File: config.mk
export PLATFORM = sky130hd
export DESIGN_NAME = call_return_unit
export DESIGN_NICKNAME = d
export VERILOG_FILES = /design/src/rtl/call_return_unit.sv
export SDC_FILE = /design/constraint.sdc
export NUM_CORES = 1
export LEC_CHECK = 0
export ABC_AREA = 1
export BUFFER_PORTS_ARGS = -buffer_cell sky130_fd_sc_hd__buf_2
export CORE_UTILIZATION = 35
export CTS_CLUSTER_SIZE = 10
export DETAILED_ROUTE_END_ITERATION = 8
export PLACE_DENSITY = 0.55
export SYNTH_ARGS = -nofsm -noshare
export SYNTH_HDL_FRONTEND = slang
export SYNTH_SLANG_ARGS = --single-unit
export TNS_END_PERCENT = 20
File: constraint.sdc
create_clock -name clk -period 2.18 [get_ports clk]
set_input_delay 0.436 -clock clk [delete_from_list [all_inputs] [get_ports clk]]
set_output_delay 0.436 -clock clk [all_outputs]
set_load 0.005 [all_outputs]
File: src/rtl/call_return_unit.sv
// ---------------------------------------------------------------------------
// call_return_unit
//
// Subroutine-linkage controller and sole master of a byte-wide hardware
// stack. A CALL saves a 16-bit return address as two pushes (low byte
// first, high byte last). A RET pops the two bytes back (high byte first)
// and presents the reassembled address on ret_addr. Occupancy is tracked
// in bytes. A transfer that would overflow or underflow the stack is
// refused with a one-cycle error pulse and causes no stack activity.
//
// Handshake: call_req / ret_req are level requests. They are sampled only
// while busy=0. call_req wins over ret_req. A request seen while busy=1 is
// dropped, not queued. Completion is signalled by a one-cycle pulse:
// call_done, ret_valid, err_overflow or err_underflow.
//
// Ports
//   clk            system clock, rising-edge active
//   Reset_n        asynchronous active-low reset (shared with the stack)
//   call_req       push pc_in (sampled in IDLE only)
//   ret_req        pop a return address (sampled in IDLE only)
//   pc_in[15:0]    return address, latched when a CALL is accepted
//   stack_dout[7:0] stack read data, valid the cycle after stack_read
//   stack_read     pop strobe to the stack
//   stack_write    push strobe to the stack
//   stack_din[7:0] push data, 8'h00 whenever stack_write=0
//   busy           transfer in progress (state != IDLE)
//   call_done      pulse: both CALL bytes pushed
//   ret_valid      pulse: ret_addr holds a freshly popped address
//   ret_addr[15:0] last popped address, held until the next good RET
//   err_overflow   pulse: CALL refused, stack full
//   err_underflow  pulse: RET refused, stack empty
//   depth[7:0]     current occupancy in bytes
//   state_dbg[2:0] current FSM state encoding, for observation only
// ---------------------------------------------------------------------------
module call_return_unit #(
    parameter int unsigned DEPTH_BYTES = 255
) (
    input  logic        clk,
    input  logic        Reset_n,
    input  logic        call_req,
    input  logic        ret_req,
    input  logic [15:0] pc_in,
    input  logic [7:0]  stack_dout,
    output logic        stack_read,
    output logic        stack_write,
    output logic [7:0]  stack_din,
    output logic        busy,
    output logic        call_done,
    output logic        ret_valid,
    output logic [15:0] ret_addr,
    output logic        err_overflow,
    output logic        err_underflow,
    output logic [7:0]  depth,
    output logic [2:0]  state_dbg
);

    typedef enum logic [2:0] {
        IDLE    = 3'd0,
        PUSH_LO = 3'd1,
        PUSH_HI = 3'd2,
        POP_HI  = 3'd3,
        POP_LO  = 3'd4,
        POP_CAP = 3'd5
    } state_t;

    // Highest occupancy at which a two-byte CALL still fits.
    localparam logic [7:0] CALL_LIMIT = 8'(DEPTH_BYTES - 2);
    localparam logic [7:0] RET_MIN    = 8'd2;

    state_t      state;
    state_t      state_next;
    logic [15:0] pc_lat;
    logic [7:0]  hi_byte;

    logic        call_done_next;
    logic        ret_valid_next;
    logic        err_ovf_next;
    logic        err_unf_next;
    logic        latch_pc;

    // -----------------------------------------------------------------------
    // Next-state and pulse decode
    // -----------------------------------------------------------------------
    always_comb begin
        state_next     = state;
        call_done_next = 1'b0;
        ret_valid_next = 1'b0;
        err_ovf_next   = 1'b0;
        err_unf_next   = 1'b0;
        latch_pc       = 1'b0;

        case (state)
            IDLE: begin
                if (call_req) begin
                    // ret_req is dropped silently when both are raised.
                    if (depth <= CALL_LIMIT) begin
                        state_next = PUSH_LO;
                        latch_pc   = 1'b1;
                    end else begin
                        err_ovf_next = 1'b1;
                    end
                end else if (ret_req) begin
                    if (depth >= RET_MIN) begin
                        state_next = POP_HI;
                    end else begin
                        err_unf_next = 1'b1;
                    end
                end
            end
            PUSH_LO: state_next = PUSH_HI;
            PUSH_HI: begin
                state_next     = IDLE;
                call_done_next = 1'b1;
            end
            POP_HI:  state_next = POP_LO;
            POP_LO:  state_next = POP_CAP;
            POP_CAP: begin
                state_next     = IDLE;
                ret_valid_next = 1'b1;
            end
            default: state_next = IDLE;
        endcase
    end

    // -----------------------------------------------------------------------
    // State register
    // -----------------------------------------------------------------------
    always_ff @(posedge clk or negedge Reset_n) begin
        if (!Reset_n) begin
            state <= IDLE;
        end else begin
            state <= state_next;
        end
    end

    // -----------------------------------------------------------------------
    // Datapath: latched PC, popped bytes, occupancy and completion pulses
    // -----------------------------------------------------------------------
    always_ff @(posedge clk or negedge Reset_n) begin
        if (!Reset_n) begin
            pc_lat        <= 16'h0000;
            hi_byte       <= 8'h00;
            ret_addr      <= 16'h0000;
            depth         <= 8'd0;
            call_done     <= 1'b0;
            ret_valid     <= 1'b0;
            err_overflow  <= 1'b0;
            err_underflow <= 1'b0;
        end else begin
            call_done     <= call_done_next;
            ret_valid     <= ret_valid_next;
            err_overflow  <= err_ovf_next;
            err_underflow <= err_unf_next;

            if (latch_pc) begin
                pc_lat <= pc_in;
            end

            case (state)
                PUSH_LO, PUSH_HI: depth <= depth + 8'd1;
                POP_HI:           depth <= depth - 8'd1;
                POP_LO: begin
                    depth   <= depth - 8'd1;
                    // Data for the POP_HI read arrives during POP_LO.
                    hi_byte <= stack_dout;
                end
                POP_CAP: begin
                    // Data for the POP_LO read arrives during POP_CAP.
                    ret_addr <= {hi_byte, stack_dout};
                end
                default: ;
            endcase
        end
    end

    // -----------------------------------------------------------------------
    // Stack strobes are pure state decodes, so they drop to 0 the instant
    // reset is asserted.
    // -----------------------------------------------------------------------
    always_comb begin
        stack_write = 1'b0;
        stack_read  = 1'b0;
        stack_din   = 8'h00;
        case (state)
            PUSH_LO: begin
                stack_write = 1'b1;
                stack_din   = pc_lat[7:0];
            end
            PUSH_HI: begin
                stack_write = 1'b1;
                stack_din   = pc_lat[15:8];
            end
            POP_HI, POP_LO: stack_read = 1'b1;
            default: ;
        endcase
    end

    assign busy      = (state != IDLE);
    assign state_dbg = state;

endmodule

==> Yosys cells after proc, flatten, opt, wreduce, memory -nomap -nowiden <==
Index checks and enable logic that the tools add are counted.
{ "word_totals": {"ram_bits": 0, "latchBits": 0, "inputBits": 28, "out_inout_bits": 42, "memories": 0, "ff_bits": 55, "wordCells": 48, "romBits": 0} }
{ "op_classes": {"n_mul": 0, "div_mod_pow": 0, "n_lt_le_gt_ge": 2, "n_shift": 0, "addsub": 2, "bitwise": 0, "reduce_logical": 6, "mux": 21, "eq_ne": 8} }
{ "op_table": {"columns": ["cell", "n"], "rows": [
  ["$pmux 8 s2", 2],
  ["$mux 1", 14],
  ["$mux 3", 4],
  ["$pmux 3 s4", 1],
  ["$ne 3x3->1 const B", 3],
  ["$add 8x1->8 const B", 1],
  ["$ge 8x2->1 const B", 1],
  ["$le 8x8->1 const B", 1],
  ["$sub 8x1->8 const B", 1],
  ["$eq 3x2->1 const B", 2],
  ["$eq 3x3->1 const B", 2],
  ["$reduce_or 2->1", 2],
  ["$eq 3x1->1 const B", 1],
  ["$logic_not 3->1", 1],
  ["$reduce_and 3->1", 1],
  ["$reduce_bool 3->1", 1],
  ["$reduce_bool 2->1", 1]
]} }

==> Depth between registers and ports, before layout <==
{ "logic_depth": {"word_depth": 5, "mapped_depth": 14, "mapped_depth_nobuf": 14} }

==> Worst setup path before layout <==
Ideal clock, no wire load.
{ "synth_timing": {"kind": "flip-flop to flip-flop", "from": "register state[0] (netlist: state_dbg[0])", "to": "register depth[7]", "setup_time_ns": 0.117, "synth_period_minus_slack_ns": 1.922, "path_slack_ns": 0.258, "n_path_buf": 0, "t_arrival_ns": 1.805, "t_required_ns": 2.063, "stages_incl_launch_ff": 13, "cell_sequence": "dfrtp_1 inv_1 nand3_2 nand2_2 ha_1 a21oi_1 nand2_1 nand2_1 nand2_1 nand2_1 nand2_1 nand2_1 nand2_1"} }
{ "synth_between": {"elab_chain_cells": 3, "word_cells_on_any_way": 8, "cone_classes": "4 x eq/ne; 1 x mux; 3 x reduce/logical"} }
{ "synth_rtl": {"columns": ["element", "line", "source"], "rows": [
  ["start, declared", "70", "state_t state;"],
  ["start signal, assigned", "132", "state <= state_next;"],
  ["$eq 3x3->1, or another cell as far along", "159", "case (state)"],
  ["$reduce_or 2->1 (no line)", null, null],
  ["$pmux 8 s2 / $reduce_bool 2->1 (equally long branches)", null, null],
  ["end signal, assigned", "160", "PUSH_LO, PUSH_HI: depth <= depth + 8'd1;"],
  ["end signal, assigned", "161", "POP_HI: depth <= depth - 8'd1;"],
  ["end signal, assigned", "163", "depth <= depth - 8'd1;"],
  ["end, declared", "53", "output logic [7:0] depth,"]
]} }
Parallel ways exist; a longest one is shown, timed or not.
A chain may end at the register's enable or synchronous reset.

==> Final worst setup path <==
{ "layout_timing": {"from": "register state[1] (netlist: state_dbg[1])", "to": "output stack_din[4]"} }
{ "layout_between": {"elab_chain_cells": 2, "word_cells_on_any_way": 3, "cone_classes": "2 x eq/ne; 1 x mux"} }
{ "layout_rtl": {"columns": ["element", "line", "source"], "rows": [
  ["$eq 3x2->1 / $eq 3x1->1 (equally long branches)", "184", "case (state)"],
  ["$pmux 8 s2 *", "184", null],
  ["end, declared", "46", "output logic [7:0] stack_din,"]
]} }
Every way passes the cells marked *; elsewhere a longest branch is shown, timed or not.

==> summary.txt <==
Outcome
  • Status: completed

Clock tree
  • CTS tree: built
  • Reg clk slew, reported paths: 0.10 ns
  • H-tree levels: 2
  • TritonCTS Buffers: 5
  • Clk sinks: 55
  • Clk_lat worst skew: 0.31 ns
  • Root Buffer: clkbuf_8
  • Postcts setup bufs: 0
  • Deepest clock path buffer count: 2

Timing
  • Total negative slack: 0 ns
  • Crit share post-route: slightly above 90%
  • Fin. max-slew vios: 0
  • Final Hold Vio Count: 0
  • Tightest Pin Transition: between 0.6 and 0.7 ns
  • Setup Skew: 0.0102 ns
  • Fmax achieved: 496 MHz
  • Min cycle time layout: between 2 and 2.5 ns
  • Final Setup Violations: 0
  • Slew Limit Headroom: 58.1%
  • RSZ-0062 raised after global routing: false

Setup path
  • CP Class: reg -> out
  • Top Family by Delay on Critical Path: flip-flops
  • Reg-to-Reg Start: state_dbg[2]
  • Startpoint types: register
  • Worst Path Arrival: 1.58 ns
  • Crit path max fanout: 9
  • Reg2reg path depth: 12
  • Levels on crit path: 6
  • R2R Setup Slk: 0.25 ns
  • Worst Path Required: 1.74 ns
  • CP Capture Type: primary output
  • Reg2reg end: depth[7]
  • Buffers & Inverters on Critical Path: 3
  • CP max stage cell: dfrtp_1
  • Crit-path cells: inv_1 -> nor2_1 -> nand2_1 -> clkinv_2 -> a32o_1 -> buf_2
  • CP peak stage delay: 0.47 ns

Global route
  • Vias in the first global route: 2033
  • Met3 Use GR: 2.80%
  • First-pass GRT wire length: 9600 um
  • Met1 Use GR: 21.0%
  • Initial antenna violation count: 0
  • Largest net degree at the start of global routing: 30
  • Met2 Use GR: 26.6%
  • GRT Max-Usage Layer: met2
  • GRT Total Usage: 15.9%
  • Gr ovfl total: 0

Floorplanning
  • FP Rows: 31
  • # IOs: 70
  • Die area: between 7000 and 8000 um2
  • Std-Cell Core Area: between 7000 and 8000 um2
  • Initial Utilization: approximately 36%
  • Vert. Die Dim: just under 90 um
  • Die W: 88.7 um

Worst hold path
  • Worst Hold Class: in -> async

Logic synthesis
  • Primary FF master, synth: dfrtp_1
  • Synth area leaders: dfrtp_1 (52%), nand2_1 (17%), nand3_1 (5.3%)
  • Synth area leader: dfrtp_1
  • Yosys warning count: 0
  • Async set-reset flop share out of synthesis: 100%
  • Fraction of the yosys area taken by sequential cells: between 50 and 60%
  • Synthesized cell area: 2630 um2
  • Register bit total from synthesis: 55
  • Mapped Cells: between 300 and 400
  • Post-synth EDFFs: 0
  • Syn Nets: between 300 and 400
  • Yosys cell types: 30
  • Post-synthesis area per instance: 8.74 um2
  • Area share of the largest cell type after synthesis: between 50% and 60%

Power and ir drop
  • Clock power share: 14.0%
  • Max VDD drop: ~0.72 mV
  • Comb pwr share: 49.2%
  • Psw: 2050 uW
  • Sequential Power Share: 36.8%
  • PD cells: 1550 nW/um2
  • Int Pwr: 2930 uW
  • Sw Share: roughly 40%
  • Static Leak: 0.00181 uW
  • Total power draw: 4980 uW

Cells and area
  • Final net count: 410
  • Layout cells sized above 1: 27.4%
  • Antenna cells: 0
  • Fill cells: 769
  • Finished Core Util: between 40 and 50%
  • Area Overhead vs Synth: 22.5%

Routing
  • Routed Antenna Nets: 0
  • Number of remaining DRC errors: 0
  • TritonRoute pass-1 iters: 4
  • Vias per cell: between 4 and 5
  • DR WL/cell: 12.4 um
  • WL final: 5880 um
  • 1st-iter DRT viols: 89
  • Vias: 2182

Place
  • # port buffers: just under 70
  • Post-DP HPWL: 4210 um
  • GP Congestion: 0.800

Job
  • Max cap viols: 0
## cell type report
class / instances / area, um2 / share of cell area [%]
well taps: 99 / 124 / 3.84
clock buffers: 6 / 82.6 / 2.56
multi-input cells: 209 / 1080 / 33.6
flip-flops and latches: 55 / 1380 / 42.7
clock inverters: 2 / 35.0 / 1.09
inverters: 27 / 105 / 3.26
repair buffers: 77 / 418 / 13.0
## sequential cells by signal (all words and copies together), names as in the netlist
register,cells
ret_valid,1
ret_addr,16
err_overflow,1
state_dbg,3
err_underflow,1
pc_lat,16
call_done,1
depth,8
hi_byte,8
## cells in the mapped netlist, types with 2 or more instances
master    instances
a21oi_1           5
a32o_1            8
and3_1            2
buf_2             2
buf_4             3
buf_6             3
clkbuf_1          2
dfrtp_1          55
ha_1              6
inv_1            24
nand2_1         116
nand2_2           2
nand3_1          28
nand4_1           2
nor2_1            7
nor3_1            2
o21ai_0          11
o21ai_2           8
xnor2_1           4
## how the worst max path moves through the flow
stage / to / startpoint
2_1_floorplan: depth[7] / state_dbg[0]
3_3_place_gp: depth[7] / state_dbg[2]
3_5_place_dp: depth[7] / state_dbg[2]
4_1_cts: stack_din[4] / state_dbg[1]
5_1_grt: depth[7] / state_dbg[2]
6_report: stack_din[4] / state_dbg[1]
## repair_timing
item,4_1_cts,5_1_grt
endpoints found under the setup margin,1,1
hold buffers,0,0
gates resized for setup,1,1
gates cloned,0,0
pin swaps,0,1
## stage by stage
stage	instances	hold WS [ns]	setup slack (ns)	cell area, um2
2_1_floorplan	301	0.140	0.258	2630
3_3_place_gp	467	0.452	0.279	3100
3_5_place_dp	467	0.455	0.212	3100
4_1_cts	475	0.153	0.140	3220
5_1_grt	475	0.178	0.0150	3220
6_report	475	0.138	0.165	3220
## worst reg2reg max path, delay by kind of cell (launching register included)
family	cells	cell delay [ns]
AND/OR/NAND/NOR	9	0.79
flip-flops	1	0.45
adder cells (fa/ha/maj)	1	0.31
AO/OA/AOI/OAI	1	0.17
buffers and inverters	1	0.12
## placed cells by master (no fill, tap or decap), types with 2 or more instances in the layout
| cell type | synthesis | final |
|---|---|---|
| xnor2_1 | 4 | 4 |
| nand3_1 | 28 | 28 |
| o21ai_2 | 8 | 8 |
| inv_1 | 24 | 24 |
| nor3_1 | 2 | 2 |
| buf_2 | 2 | 69 |
| nor2_1 | 7 | 7 |
| nand2_4 | 1 | 2 |
| nand2_1 | 116 | 116 |
| ha_1 | 6 | 6 |
| a32o_1 | 8 | 8 |
| clkbuf_8 | 0 | 6 |
| buf_4 | 3 | 7 |
| a21oi_1 | 5 | 5 |
| o21ai_0 | 11 | 11 |
| nand4_1 | 2 | 2 |
| clkinv_2 | 0 | 2 |
| dfrtp_1 | 55 | 55 |
| and3_1 | 2 | 2 |
## kinds of logic after synthesis
| family | count (synthesis) | share of synthesized area [%] |
|---|---|---|
| DFF | 55 | 52.3 |
| and+or+nand+nor | 165 | 27.0 |
| xor gates and xnor gates | 4 | 1.33 |
| AOI/OAI and AO/OA | 33 | 8.94 |
| buffers and inverters | 37 | 6.76 |
| adders and majority gates | 7 | 3.62 |
## power by group through the flow
stage / Clock (uW) / Sequential [uW] / Combinational, uW
2_1_floorplan: 0 / 1830 / 1700
3_3_place_gp: 0 / 1850 / 2440
5_1_grt: 770 / 1900 / 2830
6_report: 699 / 1830 / 2450
4_1_cts: 731 / 1840 / 2490
3_5_place_dp: 0 / 1860 / 2470
## routing by layer
layer,vias up,part of all wire (%)
li1,1118,-
met5,-,0
met2,41,50
met4,0,1.2
met3,6,3.3
met1,1017,45
No activity file was read; power rests on OpenSTA's default activity.
